--- config.mk ---
export PLATFORM = sky130hd
export DESIGN_NAME = fnd_scan_driver
export DESIGN_NICKNAME = d
export VERILOG_FILES = /design/src/rtl/fnd_scan_driver.sv
export SDC_FILE = /design/constraint.sdc
export NUM_CORES = 1
export LEC_CHECK = 0
export ABC_CLOCK_PERIOD_IN_PS = 2800
export BUFFER_PORTS_ARGS = -buffer_cell sky130_fd_sc_hd__buf_2
export CAP_MARGIN = 10
export CORE_ASPECT_RATIO = 1.4
export CORE_MARGIN = 3
export CORE_UTILIZATION = 57
export CTS_CLUSTER_SIZE = 40
export DETAILED_ROUTE_END_ITERATION = 16
export PLACE_DENSITY = 0.79
export SYNTH_ARGS = -nofsm -noshare
export SYNTH_HDL_FRONTEND = slang
export SYNTH_SLANG_ARGS = --single-unit
export TNS_END_PERCENT = 100
--- constraint.sdc ---
create_clock -name clk -period 2.8 [get_ports clk]
set_input_delay 0.14 -clock clk [delete_from_list [all_inputs] [get_ports clk]]
set_output_delay 0.14 -clock clk [all_outputs]
set_load 0.02 [all_outputs]
--- src/rtl/fnd_scan_driver.sv ---
// -----------------------------------------------------------------------------
// fnd_scan_driver
//   Time-multiplexed driver for a multi-digit FND (7-seg + dp) module.
//   Per-digit 8-bit segment codes are captured into a shadow buffer on a
//   load strobe. They are copied to the displayed (active) buffer only at a
//   frame boundary, so a partially updated frame is never shown.
//   Digits are enabled one at a time on a shared segment bus.
//
// Parameters
//   NUM_DIGITS      digits scanned (2..8)
//   CLK_DIV         clk cycles per digit slot (>=2)
//   SEG_ACTIVE_LOW  1: segment bus is inverted (segment on = 0)
//
// Ports
//   clk         in   system clock, rising edge
//   rst_n       in   asynchronous reset, active low
//   load        in   1-cycle strobe capturing seg_in / blank_mask
//   seg_in      in   segment codes, digit k = seg_in[8k+7:8k], 1 = on
//   blank_mask  in   bit k = 1 blanks digit k
//   fnd_seg     out  shared segment bus (registered)
//   fnd_com     out  digit enables, one-hot active low or all high (registered)
//   pending     out  shadow holds data not yet displayed
//   frame_done  out  1-cycle pulse at the end of the last digit slot
//
// Build option
//   FND_DEADTIME_EN  when defined, the first clk of every digit slot is blank
//                    (all digits off) to suppress ghosting between digits.
// -----------------------------------------------------------------------------
module fnd_scan_driver #(
    parameter int NUM_DIGITS     = 4,
    parameter int CLK_DIV        = 1000,
    parameter int SEG_ACTIVE_LOW = 0
) (
    input  logic                    clk,
    input  logic                    rst_n,
    input  logic                    load,
    input  logic [8*NUM_DIGITS-1:0] seg_in,
    input  logic [NUM_DIGITS-1:0]   blank_mask,
    output logic [7:0]              fnd_seg,
    output logic [NUM_DIGITS-1:0]   fnd_com,
    output logic                    pending,
    output logic                    frame_done
);

    localparam int PW = (CLK_DIV > 1) ? $clog2(CLK_DIV) : 1;
    localparam int IW = (NUM_DIGITS > 1) ? $clog2(NUM_DIGITS) : 1;

    localparam logic [PW-1:0]         PRESC_LAST = PW'(CLK_DIV - 1);
    localparam logic [IW-1:0]         IDX_LAST   = IW'(NUM_DIGITS - 1);
    localparam logic [7:0]            SEG_OFF    = (SEG_ACTIVE_LOW != 0) ? 8'hFF : 8'h00;
    localparam logic [NUM_DIGITS-1:0] COM_OFF    = {NUM_DIGITS{1'b1}};
    localparam logic [NUM_DIGITS-1:0] COM_ONE    = {{(NUM_DIGITS-1){1'b0}}, 1'b1};

    logic [PW-1:0]           presc_r;
    logic [IW-1:0]           idx_r;
    logic [8*NUM_DIGITS-1:0] active_code_r;
    logic [NUM_DIGITS-1:0]   active_mask_r;
    logic [8*NUM_DIGITS-1:0] shadow_code_r;
    logic [NUM_DIGITS-1:0]   shadow_mask_r;
    logic                    pending_r;
    logic                    frame_done_r;
    logic [7:0]              fnd_seg_r;
    logic [NUM_DIGITS-1:0]   fnd_com_r;

    logic                    tick_s;
    logic                    boundary_s;
    logic                    idx_valid_s;
    logic                    dead_s;
    logic [7:0]              cur_code_s;
    logic                    cur_blank_s;
    logic [7:0]              next_seg_s;
    logic [NUM_DIGITS-1:0]   next_com_s;

    assign tick_s      = (presc_r == PRESC_LAST);
    assign boundary_s  = tick_s && (idx_r == IDX_LAST);
    // An index outside the digit range cannot occur in normal operation; if it
    // ever does (upset), the bus is forced dark rather than reading garbage.
    assign idx_valid_s = (idx_r <= IDX_LAST);
    assign cur_code_s  = active_code_r[{idx_r, 3'b000} +: 8];
    assign cur_blank_s = active_mask_r[idx_r];

`ifdef FND_DEADTIME_EN
    assign dead_s = (presc_r == {PW{1'b0}});
`else
    assign dead_s = 1'b0;
`endif

    // Next value of the registered digit-enable and segment outputs.
    always_comb begin
        next_seg_s = SEG_OFF;
        next_com_s = COM_OFF;
        if (idx_valid_s && !cur_blank_s && !dead_s) begin
            next_seg_s = cur_code_s ^ SEG_OFF;
            next_com_s = ~(COM_ONE << idx_r);
        end else begin
            next_seg_s = SEG_OFF;
            next_com_s = COM_OFF;
        end
    end

    // Slot prescaler and digit index; the index wraps at the frame boundary.
    always_ff @(posedge clk or negedge rst_n) begin
        if (!rst_n) begin
            presc_r      <= {PW{1'b0}};
            idx_r        <= {IW{1'b0}};
            frame_done_r <= 1'b0;
        end else begin
            frame_done_r <= boundary_s;
            if (tick_s) begin
                presc_r <= {PW{1'b0}};
                idx_r   <= (idx_r >= IDX_LAST) ? {IW{1'b0}} : idx_r + IW'(1);
            end else begin
                presc_r <= presc_r + PW'(1);
            end
        end
    end

    // Double buffer: loads land in the shadow, the active copy changes only
    // at a frame boundary. A load on the boundary itself bypasses the shadow
    // so it is displayed immediately and never lost.
    always_ff @(posedge clk or negedge rst_n) begin
        if (!rst_n) begin
            active_code_r <= {(8*NUM_DIGITS){1'b0}};
            active_mask_r <= {NUM_DIGITS{1'b0}};
            shadow_code_r <= {(8*NUM_DIGITS){1'b0}};
            shadow_mask_r <= {NUM_DIGITS{1'b0}};
            pending_r     <= 1'b0;
        end else begin
            if (load) begin
                shadow_code_r <= seg_in;
                shadow_mask_r <= blank_mask;
            end else begin
                shadow_code_r <= shadow_code_r;
                shadow_mask_r <= shadow_mask_r;
            end

            if (boundary_s) begin
                pending_r <= 1'b0;
                if (load) begin
                    active_code_r <= seg_in;
                    active_mask_r <= blank_mask;
                end else if (pending_r) begin
                    active_code_r <= shadow_code_r;
                    active_mask_r <= shadow_mask_r;
                end else begin
                    active_code_r <= active_code_r;
                    active_mask_r <= active_mask_r;
                end
            end else begin
                pending_r     <= pending_r | load;
                active_code_r <= active_code_r;
                active_mask_r <= active_mask_r;
            end
        end
    end

    // Registered display outputs, one cycle behind the index/active data.
    always_ff @(posedge clk or negedge rst_n) begin
        if (!rst_n) begin
            fnd_seg_r <= SEG_OFF;
            fnd_com_r <= COM_OFF;
        end else begin
            fnd_seg_r <= next_seg_s;
            fnd_com_r <= next_com_s;
        end
    end

    assign fnd_seg    = fnd_seg_r;
    assign fnd_com    = fnd_com_r;
    assign pending    = pending_r;
    assign frame_done = frame_done_r;

endmodule

**Word-level counts from Yosys, hierarchy flattened**

Cells that the tools add are included.
W data, S select, Z words.

- Memories kept: 0
- Memory bits (read-only): 0
- Logic and storage cells: 37
- Bits in latches: 0
- Register bits: 98
- Memory bits (writable): 0
- Output and inout port bits: 14

- $lt $le $gt $ge: 3
- Divide/modulo/power cells: 0
- Multipliers: 0
- $add $sub $neg: 2
- Eq/ne operators: 2
- Reduce and logical (&&, ||, !) cells: 5
- Multiplexer cells: 11
- Bitwise operators: 2
- Shift operators: 2

Operator list:

| kind | number |
|---|---|
| $mux W32 | 2 |
| $shiftx A32 B6 Y8 | 1 |
| $mux W4 | 3 |
| $add A10 B1 Y10 const B | 1 |
| $eq A10 B10 Y1 const B | 1 |
| $mux W10 | 1 |
| $mux W8 | 1 |
| $not A4 Y4 | 1 |
| $shl A1 B2 Y4 const A | 1 |
| $lt A2 B3 Y1 const B | 1 |
| $add A2 B1 Y2 const B | 1 |
| $bmux W1 S2 | 1 |
| $eq A2 B2 Y1 const B | 1 |
| $ge A2 B2 Y1 const B | 1 |
| $le A2 B2 Y1 const B | 1 |
| $logic_and A1 B1 Y1 | 2 |
| $mux W1 | 2 |
| $mux W2 | 1 |
| $reduce_and A2 Y1 | 1 |
| $reduce_bool A2 Y1 | 1 |
| $logic_not A1 Y1 | 1 |
| $or A1 B1 Y1 | 1 |

**Logic depth before layout (Yosys ltp)**

Gate-level depths: netlist of run 1.

- Depth after elaboration: 5
- Mapped depth: 5
- Gate-level depth less buffers: 4

**Worst setup path before layout of run 1**

OpenSTA, ideal clock, no wires.

- Path type: reg2reg
- From: reg presc_r[0]
- To: reg active_code_r[0]
- Arrival: 1.901 ns
- Cell stages (with the launch flop): 6
- Path buffers: 1
- Setup slack: 0.774 ns
- Required time: 2.675 ns
- Library setup time: 0.125 ns
- Path through: dfrtp_1 -> ha_1 -> nand4_2 -> nor4_4 -> buf_6 -> mux2_4

- Longest elaborated chain between the ends: 3

RTL lines:

| item | line | source |
|---|---|---|
| start, declared | 54 | `logic [PW-1:0] presc_r;` |
| start signal, assigned | 104 | `presc_r <= {PW{1'b0}};` |
| start signal, assigned | 110 | `presc_r <= {PW{1'b0}};` |
| start signal, assigned | 113 | `presc_r <= presc_r + PW'(1);` |
| $eq A10 B10 Y1 | 74 | `assign tick_s = (presc_r == PRESC_LAST);` |
| $logic_and A1 B1 Y1 | 75 | `assign boundary_s = tick_s && (idx_r == IDX_LAST);` |
| $reduce_and A2 Y1 (no line) | -- |  |
| end signal, assigned | 123 | `active_code_r <= {(8*NUM_DIGITS){1'b0}};` |
| end signal, assigned | 140 | `active_code_r <= seg_in;` |
| end signal, assigned | 143 | `active_code_r <= shadow_code_r;` |
| end, declared | 56 | `logic [8*NUM_DIGITS-1:0] active_code_r;` |

No other way between the ends.
A chain may end at the register's enable or synchronous reset.

**Final worst setup path of run 1**

- From: reg presc_r[0]
- To: reg active_code_r[6]

The elaborated chain is that of the path after synthesis.

==> results of run 1 <==
==> through the flow <==
stage	area, µm²	worst slack, ns	util, %
5_1_grt	4790	0.476	68.6
3_5_place_dp	4490	0.648	64.3
6_report	4790	0.602	68.6
4_1_cts	4790	0.589	68.6
2_1_floorplan	4130	0.774	-
3_3_place_gp	4490	0.724	64.3
==> per-layer routing <==
layer	vias to the layer above	wire, µm	track usage [%]
met1	1154	3200	24.8
met4	0	147	7.88
met2	47	3480	30.5
met3	13	277	4.96
met5	-	0	0
li1	1036	-	-
==> flip-flops by register name (all words and copies together) (netlist names) <==
register and count:
active_mask_r 4, fnd_seg 8, presc_r 10, active_code_r 32
pending 1, shadow_code_r 32, shadow_mask_r 4, idx_r 2
frame_done 1, fnd_com 4
==> cell usage after synthesis (2+ instances only) <==
cell type / count / area share (%)
buf_6: 4 / 1.1
inv_1: 2 / 0.18
mux2_4: 30 / 11
mux2_2: 44 / 12
mux4_2: 9 / 4.9
ha_1: 5 / 1.5
a21oi_1: 3 / 0.36
o21ai_0: 2 / 0.24
or3_1: 2 / 0.30
nand2_1: 5 / 0.45
clkbuf_1: 6 / 0.54
dfrtp_1: 94 / 57
nor2_1: 4 / 0.36
xor2_1: 2 / 0.42
nand3_1: 5 / 0.61
buf_2: 2 / 0.24
dfstp_2: 4 / 2.5
nand2b_1: 4 / 0.61
nor2b_1: 9 / 1.4
==> timing repair <==
| action | 4_1_cts | 5_1_grt |
|---|---|---|
| setup endpoints to repair | 0 | 0 |
| hold buffers | 1 | 0 |
| buffers inserted | 0 | 0 |
| hold endpoints to repair | 50 | 0 |
| gates resized for setup | 0 | 0 |
==> worst register-to-register path: stages, from the launching register on <==
cell and delay, ns:
dfrtp_1 0.39, ha_1 0.27, nand4_2 0.23, nor4_4 0.36, buf_4 0.44, mux2_2 0.40
==> cells by family (layout without fill, tap and decap cells) <==
| kind of cell | after synthesis | count (layout) |
|---|---|---|
| buffers and inverters | 14 | 78 |
| xor gates and xnor gates | 3 | 3 |
| and+or+nand+nor | 40 | 40 |
| AOI/OAI and AO/OA | 14 | 14 |
| adders and majority gates | 5 | 5 |
| DFF | 98 | 98 |
| muxes | 83 | 83 |
==> power groups by stage <==
stage / Clock, mW / Combinational [mW] / Sequential [mW]
2_1_floorplan: 0 / 0.0747 / 1.50
3_3_place_gp: 0 / 0.143 / 1.50
3_5_place_dp: 0 / 0.147 / 1.51
4_1_cts: 1.27 / 0.149 / 1.48
5_1_grt: 1.33 / 0.161 / 1.48
6_report: 1.26 / 0.144 / 1.48
==> how the worst max path moves through the flow <==
stage / to / slack [ns] / cells after the start
final: active_code_r[6]$_DFFE_PN0P_ / 0.60 / 5
after global routing: active_code_r[10]$_DFFE_PN0P_ / 0.48 / 5
after CTS: active_code_r[6]$_DFFE_PN0P_ / 0.59 / 5
after detailed placement: active_code_r[10]$_DFFE_PN0P_ / 0.65 / 5
after global placement: active_code_r[6]$_DFFE_PN0P_ / 0.72 / 5
after floorplan: active_code_r[0]$_DFFE_PN0P_ / 0.77 / 5
==> area by class of cell <==
type                            count  area share [%]
Timing Repair Buffer               60            6.79
Multi-Input combinational cell    145            33.2
Clock buffer                        9            2.59
Sequential cell                    98            51.3
Clock inverter                      7            3.45
Tap cell                           95            2.48
Inverter                            2           0.157
==> metrics, run 1 <==
outcome=completed; Psw=~570 µW; Critical Path Start Type=flip-flop; post-synthesis compound-gate area fraction=approximately 2.5%; Vias=2250; CP Data Required Time=between 3 and 4 ns; VDD IR max=0.418 mV; Starting Density=59.2%; Hold Path Origin=seg_in[26]; Yosys warning count=0; worst flop-to-flop path endpoint=active_code_r[6]$_DFFE_PN0P_; r2r startpoint=presc_r[0]$_DFF_PN0_; commonest non-fill, non-tap cell in the layout=dfrtp_1; Hold Path Sink=shadow_code_r[26]$_DFFE_PN0P_; WHS Path Cells=2; FF-to-FF path depth=5; area of the multi-input gates=1590 µm²; max-slew violations=0; CTS Sinks=98; slowest CP cell=buf_4; drt pass-1 iters=6; Largest delay share family, worst path=simple AND/OR/NAND/NOR gates; largest family of logic cells by synthesized area=multiplexers; Clock Skew=between 0.01 and 0.015 ns; synthesized cell area=just over 4000 µm²; GRT Util Overall=about a fifth; worst-margin pin slew=0.657 ns; P&R area growth vs syn=15.9%; first-pass GRT wire length=11900 µm; Hold/Removal Path Class=primary input to flip-flop; Gate power share=approximately 5%; Die H=107 µm; worst relative slew slack=56.2%; diodes inserted=0; Setup crit start=presc_r[0]$_DFF_PN0_; post-synthesis mux area share=between 20 and 30%; slowest cell delay on critical path=0.44 ns; Power Density=602 nW/µm²; CP cell instances=ha_1, nand4_2, nor4_4, buf_4, mux2_2; Buf+Inv Stages, Crit Path=1; CTS tree=yes; commonest cells after routing, fill and taps aside=94 x dfrtp_1, 51 x buf_2, 44 x mux2_2, 30 x mux2_4; die width=78.0 µm; post-route insts no fill=416; Post-synth EDFFs=0; port bufs=52; Post-DP HPWL=4570 µm; row count=36; Sequential Area=2460 µm²; WL final=between 7000 and 8000 µm; R2R Setup Slk=between 0.6 and 0.7 ns; hold_ws=0.0153 ns; Synth Area in XOR/XNOR=0.636%; FF+latch count, synth=98; initial drt markers=roughly 130; final hold violations=0; cts bufs inserted=9; Synth Instances=257; synth unique cells=40; root buffer selected by CTS=clkbuf_8; IO Pins=53; ANT nets after route=0; fmax=455 MHz; Post-route DRC=0; CP Capture Type=flip-flop; simple logic cell fraction of the synthesized area=6.08%; grt total ovfl=0; CP max FO=24; setup TNS=0 ns; maximum clock path buffer count=2; average size of a mapped cell=16.1 µm²; worst setup path category=flip-flop to flip-flop; layout cell share with drive strength beyond 1=53.3%; Clk Latency, worst-skew pair=0.37 ns; core area=6980 µm²; fin crit share=78.5%; # H-tree levels=3; fillcell total=479; Clock Power Share=43.8%; Top FF cell, synth=dfrtp_1; Max-cap violations=0; final setup vio count=0; layout net count=360; syn nets=301; routability-driven placement congestion ratio=between 0.7 and 0.8; Net Sw Frac=between 15 and 20%; Synth async-reset ratio=100%; Clock transition at path regs=roughly 0.09 ns; Leak=2.23 nW; Routed WL per cell=17.1 µm; number of global-route vias before repair=2427; Synth Area in Adders=1.51%; initial antenna violation count=0; Overall Power=2.88 mW; post-layout minimum cycle time=2.20 ns; largest net degree at the start of global routing=between 50 and 60; DR vias/cell=5.41; Int Pwr=around 2.3 mW; part of the power in registers=51.2%; Seq/Total Area, Yosys=59.4%; total die area=about 8300 µm²; RSZ-0062 raised after global routing=false; Data arrival, critical path=approximately 2.5 ns; Placed Cells=about 400
Note: power is estimated with default switching activity, not from simulation.
==> run 2: changes to the inputs <==
--- a/config.mk
+++ b/config.mk
@@ -5,15 +5,15 @@
 export SDC_FILE = /design/constraint.sdc
 export NUM_CORES = 1
 export LEC_CHECK = 0
-export ABC_CLOCK_PERIOD_IN_PS = 2800
+export ABC_CLOCK_PERIOD_IN_PS = 2000
 export BUFFER_PORTS_ARGS = -buffer_cell sky130_fd_sc_hd__buf_2
 export CAP_MARGIN = 10
 export CORE_ASPECT_RATIO = 1.4
 export CORE_MARGIN = 3
-export CORE_UTILIZATION = 57
+export CORE_UTILIZATION = 52
 export CTS_CLUSTER_SIZE = 40
 export DETAILED_ROUTE_END_ITERATION = 16
-export PLACE_DENSITY = 0.79
+export PLACE_DENSITY = 0.76
 export SYNTH_ARGS = -nofsm -noshare
 export SYNTH_HDL_FRONTEND = slang
 export SYNTH_SLANG_ARGS = --single-unit
==> constraint.sdc (replaced) <==
create_clock -name clk -period 2 [get_ports clk]
set_input_delay 0.1 -clock clk [delete_from_list [all_inputs] [get_ports clk]]
set_output_delay 0.1 -clock clk [all_outputs]
set_load 0.02 [all_outputs]
==> run 2 against run 1 <==
Clock-buffer cell count is 2 higher; register-to-register slack got worse by 0.53 ns; largest cell class unchanged; die area increased by 9.0%; non-clock buffer count increased by 42; highest routed layer unchanged; via count grew 6.3%; clock skew shrank 0.0036 ns; critical path type unchanged.
==> metrics, run 2 (synthesized netlist as in run 1, its figures left out) <==
cts bufs inserted=9; root buffer selected by CTS=clkbuf_8; Clock transition at path regs=about 0.09 ns; maximum clock path buffer count=2; final setup vio count=0; worst setup path category=flip-flop to flip-flop; diodes inserted=0; max-slew violations=0; Critical Path Start Type=flip-flop; fin crit share=between 90% and 100%; routability-driven placement congestion ratio=0.764; total die area=9070 µm²; largest net degree at the start of global routing=between 70 and 80; CTS Sinks=98; # H-tree levels=3; core area=approximately 7500 µm²; Max-cap violations=0; slowest CP cell=dfrtp_1; layout net count=402; number of global-route vias before repair=2550; ANT nets after route=0; Routed WL per cell=approximately 16 µm; first-pass GRT wire length=12300 µm; WL final=7290 µm; final hold violations=0; commonest cells after routing, fill and taps aside=94 x dfrtp_1, 51 x buf_2, 44 x mux2_2, 36 x dlygate4sd3_1, 30 x mux2_4; layout cell share with drive strength beyond 1=48.5%; commonest non-fill, non-tap cell in the layout=dfrtp_1; Post-route DRC=0; GRT Util Overall=17.9%; FF-to-FF path depth=6; grt total ovfl=0; CP Data Required Time=2.25 ns; Finished Core Util=between 60% and 70%; drt pass-1 iters=4; Hold Path Sink=shadow_code_r[1]$_DFFE_PN0P_; port bufs=between 50 and 60; setup TNS=0 ns; hold_ws=around 0.03 ns; CP max FO=14; VDD IR max=0.434 mV; Vias=2392; top flop regs=active_code_r: 32 flops, shadow_code_r: 32 flops, presc_r: 10 flops; worst relative slew slack=between 70% and 80%; CP cell instances=ha_1, nand4_4, nor4_4, buf_4, clkbuf_16, mux2_2; initial drt markers=92; R2R Setup Slk=0.07 ns; post-layout minimum cycle time=1.93 ns; row count=37; IO Pins=53; DR vias/cell=5.20; fillcell total=between 400 and 500; slowest cell delay on critical path=roughly 0.39 ns; CP Capture Type=flip-flop; fmax=between 500 and 600 MHz; Power Density=734 nW/µm²; Hold Path Origin=seg_in[1]; outcome=completed; Clock Skew=around 0.0074 ns; Data arrival, critical path=2.18 ns; Die H=111 µm; CTS tree=yes; worst-margin pin slew=around 0.39 ns; P&R area growth vs syn=25.4%; initial antenna violation count=0; worst flop-to-flop path endpoint=active_code_r[10]$_DFFE_PN0P_; r2r startpoint=presc_r[0]$_DFF_PN0_; Leak=2.40 nW; Clk Latency, worst-skew pair=0.36 ns; Starting Density=~55%; Hold/Removal Path Class=primary input to flip-flop; WHS Path Cells=2; Post-DP HPWL=4690 µm; Overall Power=3.81 mW; die width=a little over 80 µm
## run 2: worst max-delay path, delay by kind of cell (launching register included)
family / cells / cell delay [ns]
and+or+nand+nor: 2 / 0.47
buffers and inverters: 2 / 0.38
adders and majority gates: 1 / 0.22
muxes: 1 / 0.34
DFF: 1 / 0.39
## run 2: per-layer routing
layer | routed length [µm] | vias up | GRT usage [%]
met5 | 0 | - | 0
met4 | 166 | 0 | 7.67
met3 | 273 | 14 | 4.21
met2 | 3750 | 44 | 28.8
met1 | 3100 | 1218 | 23.0
li1 | - | 1116 | -
## run 2: through the flow
stage	worst slack [ns]	cell area (µm²)	std cells
2_1_floorplan	0.0187	4140	257
3_3_place_gp	0.173	4560	405
3_5_place_dp	0.120	4560	405
4_1_cts	0.111	5130	455
5_1_grt	-0.0219	5180	460
6_report	0.0688	5180	460
## run 2: worst max-delay path by stage
stage | startpoint | to | slack, ns
after global routing | presc_r[0]$_DFF_PN0_ | active_code_r[6]$_DFFE_PN0P_ | -0.02
after global placement | presc_r[0]$_DFF_PN0_ | active_code_r[9]$_DFFE_PN0P_ | 0.17
after CTS | presc_r[0]$_DFF_PN0_ | active_code_r[9]$_DFFE_PN0P_ | 0.11
final | presc_r[0]$_DFF_PN0_ | active_code_r[10]$_DFFE_PN0P_ | 0.07
after floorplan | presc_r[0]$_DFF_PN0_ | active_code_r[0]$_DFFE_PN0P_ | 0.02
after detailed placement | presc_r[0]$_DFF_PN0_ | active_code_r[9]$_DFFE_PN0P_ | 0.12
## run 2: cell type report
cell class | count | area [µm²] | share of cell area [%]
Clock buffer | 11 | 131 | 2.54
Inverter | 2 | 7.51 | 0.145
Multi-Input combinational cell | 145 | 1600 | 30.9
Sequential cell | 98 | 2460 | 47.4
Clock inverter | 5 | 103 | 1.98
Timing Repair Buffer | 102 | 762 | 14.7
Tap cell | 97 | 121 | 2.34
## run 2: report_power, final
part,leakage [nW],internal (mW),total [mW],switching (mW)
logic,1.04,0.147,0.258,0.111
registers,1.25,2.05,2.07,0.0186
clock network,0.114,0.830,1.48,0.649
## run 2: what timing repair did
action	4_1_cts	5_1_grt
hold buffers	34	2
buffers inserted	0	2
resized for setup	0	1
setup endpoints to repair	0	1
hold endpoints to repair	81	2
==> run 3: changes to the inputs <==
==> config.mk (replaced) <==
export PLATFORM = sky130hd
export DESIGN_NAME = fnd_scan_driver
export DESIGN_NICKNAME = d
export VERILOG_FILES = /design/src/rtl/fnd_scan_driver.sv
export SDC_FILE = /design/constraint.sdc
export NUM_CORES = 1
export LEC_CHECK = 0
export ABC_CLOCK_PERIOD_IN_PS = 1800
export BUFFER_PORTS_ARGS = -buffer_cell sky130_fd_sc_hd__buf_2
export CAP_MARGIN = 10
export CORE_MARGIN = 3
export CORE_UTILIZATION = 57
export CTS_CLUSTER_SIZE = 40
export DETAILED_ROUTE_END_ITERATION = 16
export PLACE_DENSITY = 0.79
export SYNTH_ARGS = -nofsm -noshare
export SYNTH_HDL_FRONTEND = slang
export SYNTH_SLANG_ARGS = --single-unit
export TNS_END_PERCENT = 100
==> constraint.sdc (replaced) <==
create_clock -name clk -period 1.8 [get_ports clk]
set_input_delay 0.09 -clock clk [delete_from_list [all_inputs] [get_ports clk]]
set_output_delay 0.09 -clock clk [all_outputs]
set_load 0.02 [all_outputs]
==> run 3 against run 2 <==
Global-route usage grew 1.9 points; hold slack got worse by 0.019 ns; clock power hardly changed; critical path depth unchanged; fmax up 8.1%; setup slack got worse by 0.055 ns; first-iteration DRC count shrank 6.5%; largest cell class unchanged.
==> metrics, run 3 (synthesized netlist as in run 1, its figures left out) <==
CP Data Required Time=between 2 and 2.5 ns; routability-driven placement congestion ratio=0.852; met3 global-route usage=4.14%; WHS Path Cells=2; Sequential Area=around 2500 µm²; initial antenna violation count=0; CP max FO=9; post-layout minimum cycle time=1.79 ns; layout cell share with drive strength beyond 1=51.3%; worst slack at placement=-0.0106 ns; Max-cap violations=0; Data arrival, critical path=2.04 ns; worst relative slew slack=between 60% and 70%; placed cell area=roughly 4600 µm²; number of global-route vias before repair=roughly 2700; first-pass GRT wire length=about 13000 µm; initial drt markers=86; total die area=8310 µm²; area of the multi-input gates=1640 µm²; max-slew violations=0; commonest cells after routing, fill and taps aside=94 x dfrtp_1, 51 x buf_2, 38 x mux2_2, 36 x mux2_4, 34 x dlygate4sd3_1; Starting Density=59.9%; cts bufs inserted=9; fin crit share=99.2%; hold_ws=0.0114 ns; fmax=between 500 and 600 MHz; IO Pins=53; core area=6910 µm²; CP Capture Type=flip-flop; Vias=2463; Die H=91.2 µm; Critical Path Start Type=flip-flop; grt total ovfl=0; row count=30; worst setup path category=flip-flop to flip-flop; Finished Core Util=76.8%; met1 usage=26.4%; FF-to-FF path depth=6; layout net count=415; top flop regs=active_code_r: 32 flops, shadow_code_r: 32 flops, presc_r: 10 flops; drt pass-1 iters=6; DR vias/cell=about 5.2; Overall Power=4.04 mW; ANT nets after route=0; largest net degree at the start of global routing=48; maximum clock path buffer count=2; # H-tree levels=3; final setup vio count=0; WL final=around 8000 µm; Clk Latency, worst-skew pair=0.36 ns; CTS Sinks=98; most used routing layer=met2; Post-route DRC=0; Clock Skew=0.0115 ns; P&R area growth vs syn=28.3%; diodes inserted=0; design area=5300 µm²; die width=91.2 µm; commonest non-fill, non-tap cell in the layout=dfrtp_1; Leak=2.46 nW; Routed WL per cell=17.0 µm; CTS tree=yes; outcome=completed; VDD IR max=0.589 mV; fillcell total=446; GRT Util Overall=19.9%; root buffer selected by CTS=clkbuf_8; final worst slack=approximately 0.014 ns; worst-margin pin slew=0.588 ns; Power Density=761 nW/µm²; final hold violations=0; Hold/Removal Path Class=primary input to flip-flop; Clock transition at path regs=0.10 ns; port bufs=52; met2 Use GR=33.1%; Post-DP HPWL=4820 µm
[run 3: cell types whose count changed in the layout (fill, tap and decap cells not counted), sizes merged]
cell | previous run | this run
clkinv | 1 | 0
clkinvlp | 1 | 3
bufinv | 3 | 1
dlygate4sd3 | 36 | 34
buf | 65 | 79
inv | 2 | 4
[run 3: layout make-up]
class	instances	share of cell area, %
timing repair buffer	115	16.6
clock buffer	10	2.41
clock inverter	6	1.42
tap	96	2.27
multi-input combinational	145	30.8
sequential	98	46.3
inverter	2	0.142
[run 3: final timing paths]
check / start / end / slack [ns]
worst min-delay path: blank_mask[1] / shadow_mask_r[1]$_DFFE_PN0P_ / 0.01
min in group asynchronous: rst_n / active_code_r[4]$_DFFE_PN0P_ / 0.27
worst max register to register: presc_r[1]$_DFF_PN0_ / active_code_r[21]$_DFFE_PN0P_ / 0.01
worst max-delay path: presc_r[1]$_DFF_PN0_ / active_code_r[21]$_DFFE_PN0P_ / 0.01
max in group asynchronous: rst_n / active_code_r[0]$_DFFE_PN0P_ / 0.86
worst min register to register: shadow_code_r[22]$_DFFE_PN0P_ / shadow_code_r[22]$_DFFE_PN0P_ / 0.51
[run 3: where the power goes]
part	switching, mW	leakage [nW]	total (mW)	internal (mW)
Sequential	0.0210	1.25	2.30	2.28
Clock	0.783	0.0926	1.45	0.663
Combinational	0.129	1.11	0.291	0.162
[run 3: critical path, cell delays in order, from the launching register on]
cell	delay [ns]
dfrtp_1	0.42
ha_4	0.17
nand4_4	0.11
nor4_4	0.31
buf_4	0.20
clkbuf_16	0.18
mux2_4	0.30
[run 3: per-stage QoR]
step / setup TNS, ns / instances
2_1_floorplan: -4.27 / 257
3_3_place_gp: 0 / 414
3_5_place_dp: -0.0290 / 414
4_1_cts: -0.00140 / 464
5_1_grt: -0.384 / 472
6_report: 0 / 472
[run 3: repair_timing]
action | in CTS | in global routing
setup endpoints to repair | 6 | 36
hold buffers | 34 | 0
gates cloned | 0 | 4
setup buffers | 0 | 4
resized for setup | 4 | 7
endpoints found under the hold margin | 76 | 0
pin swaps | 0 | 2
[run 3: layer usage]
metal  routed length [µm]  share of wire [%]
met1                 3490                 44
met2                 4060                 51
met3                  320                4.0
met4                  136                1.7
met5                    0                  0
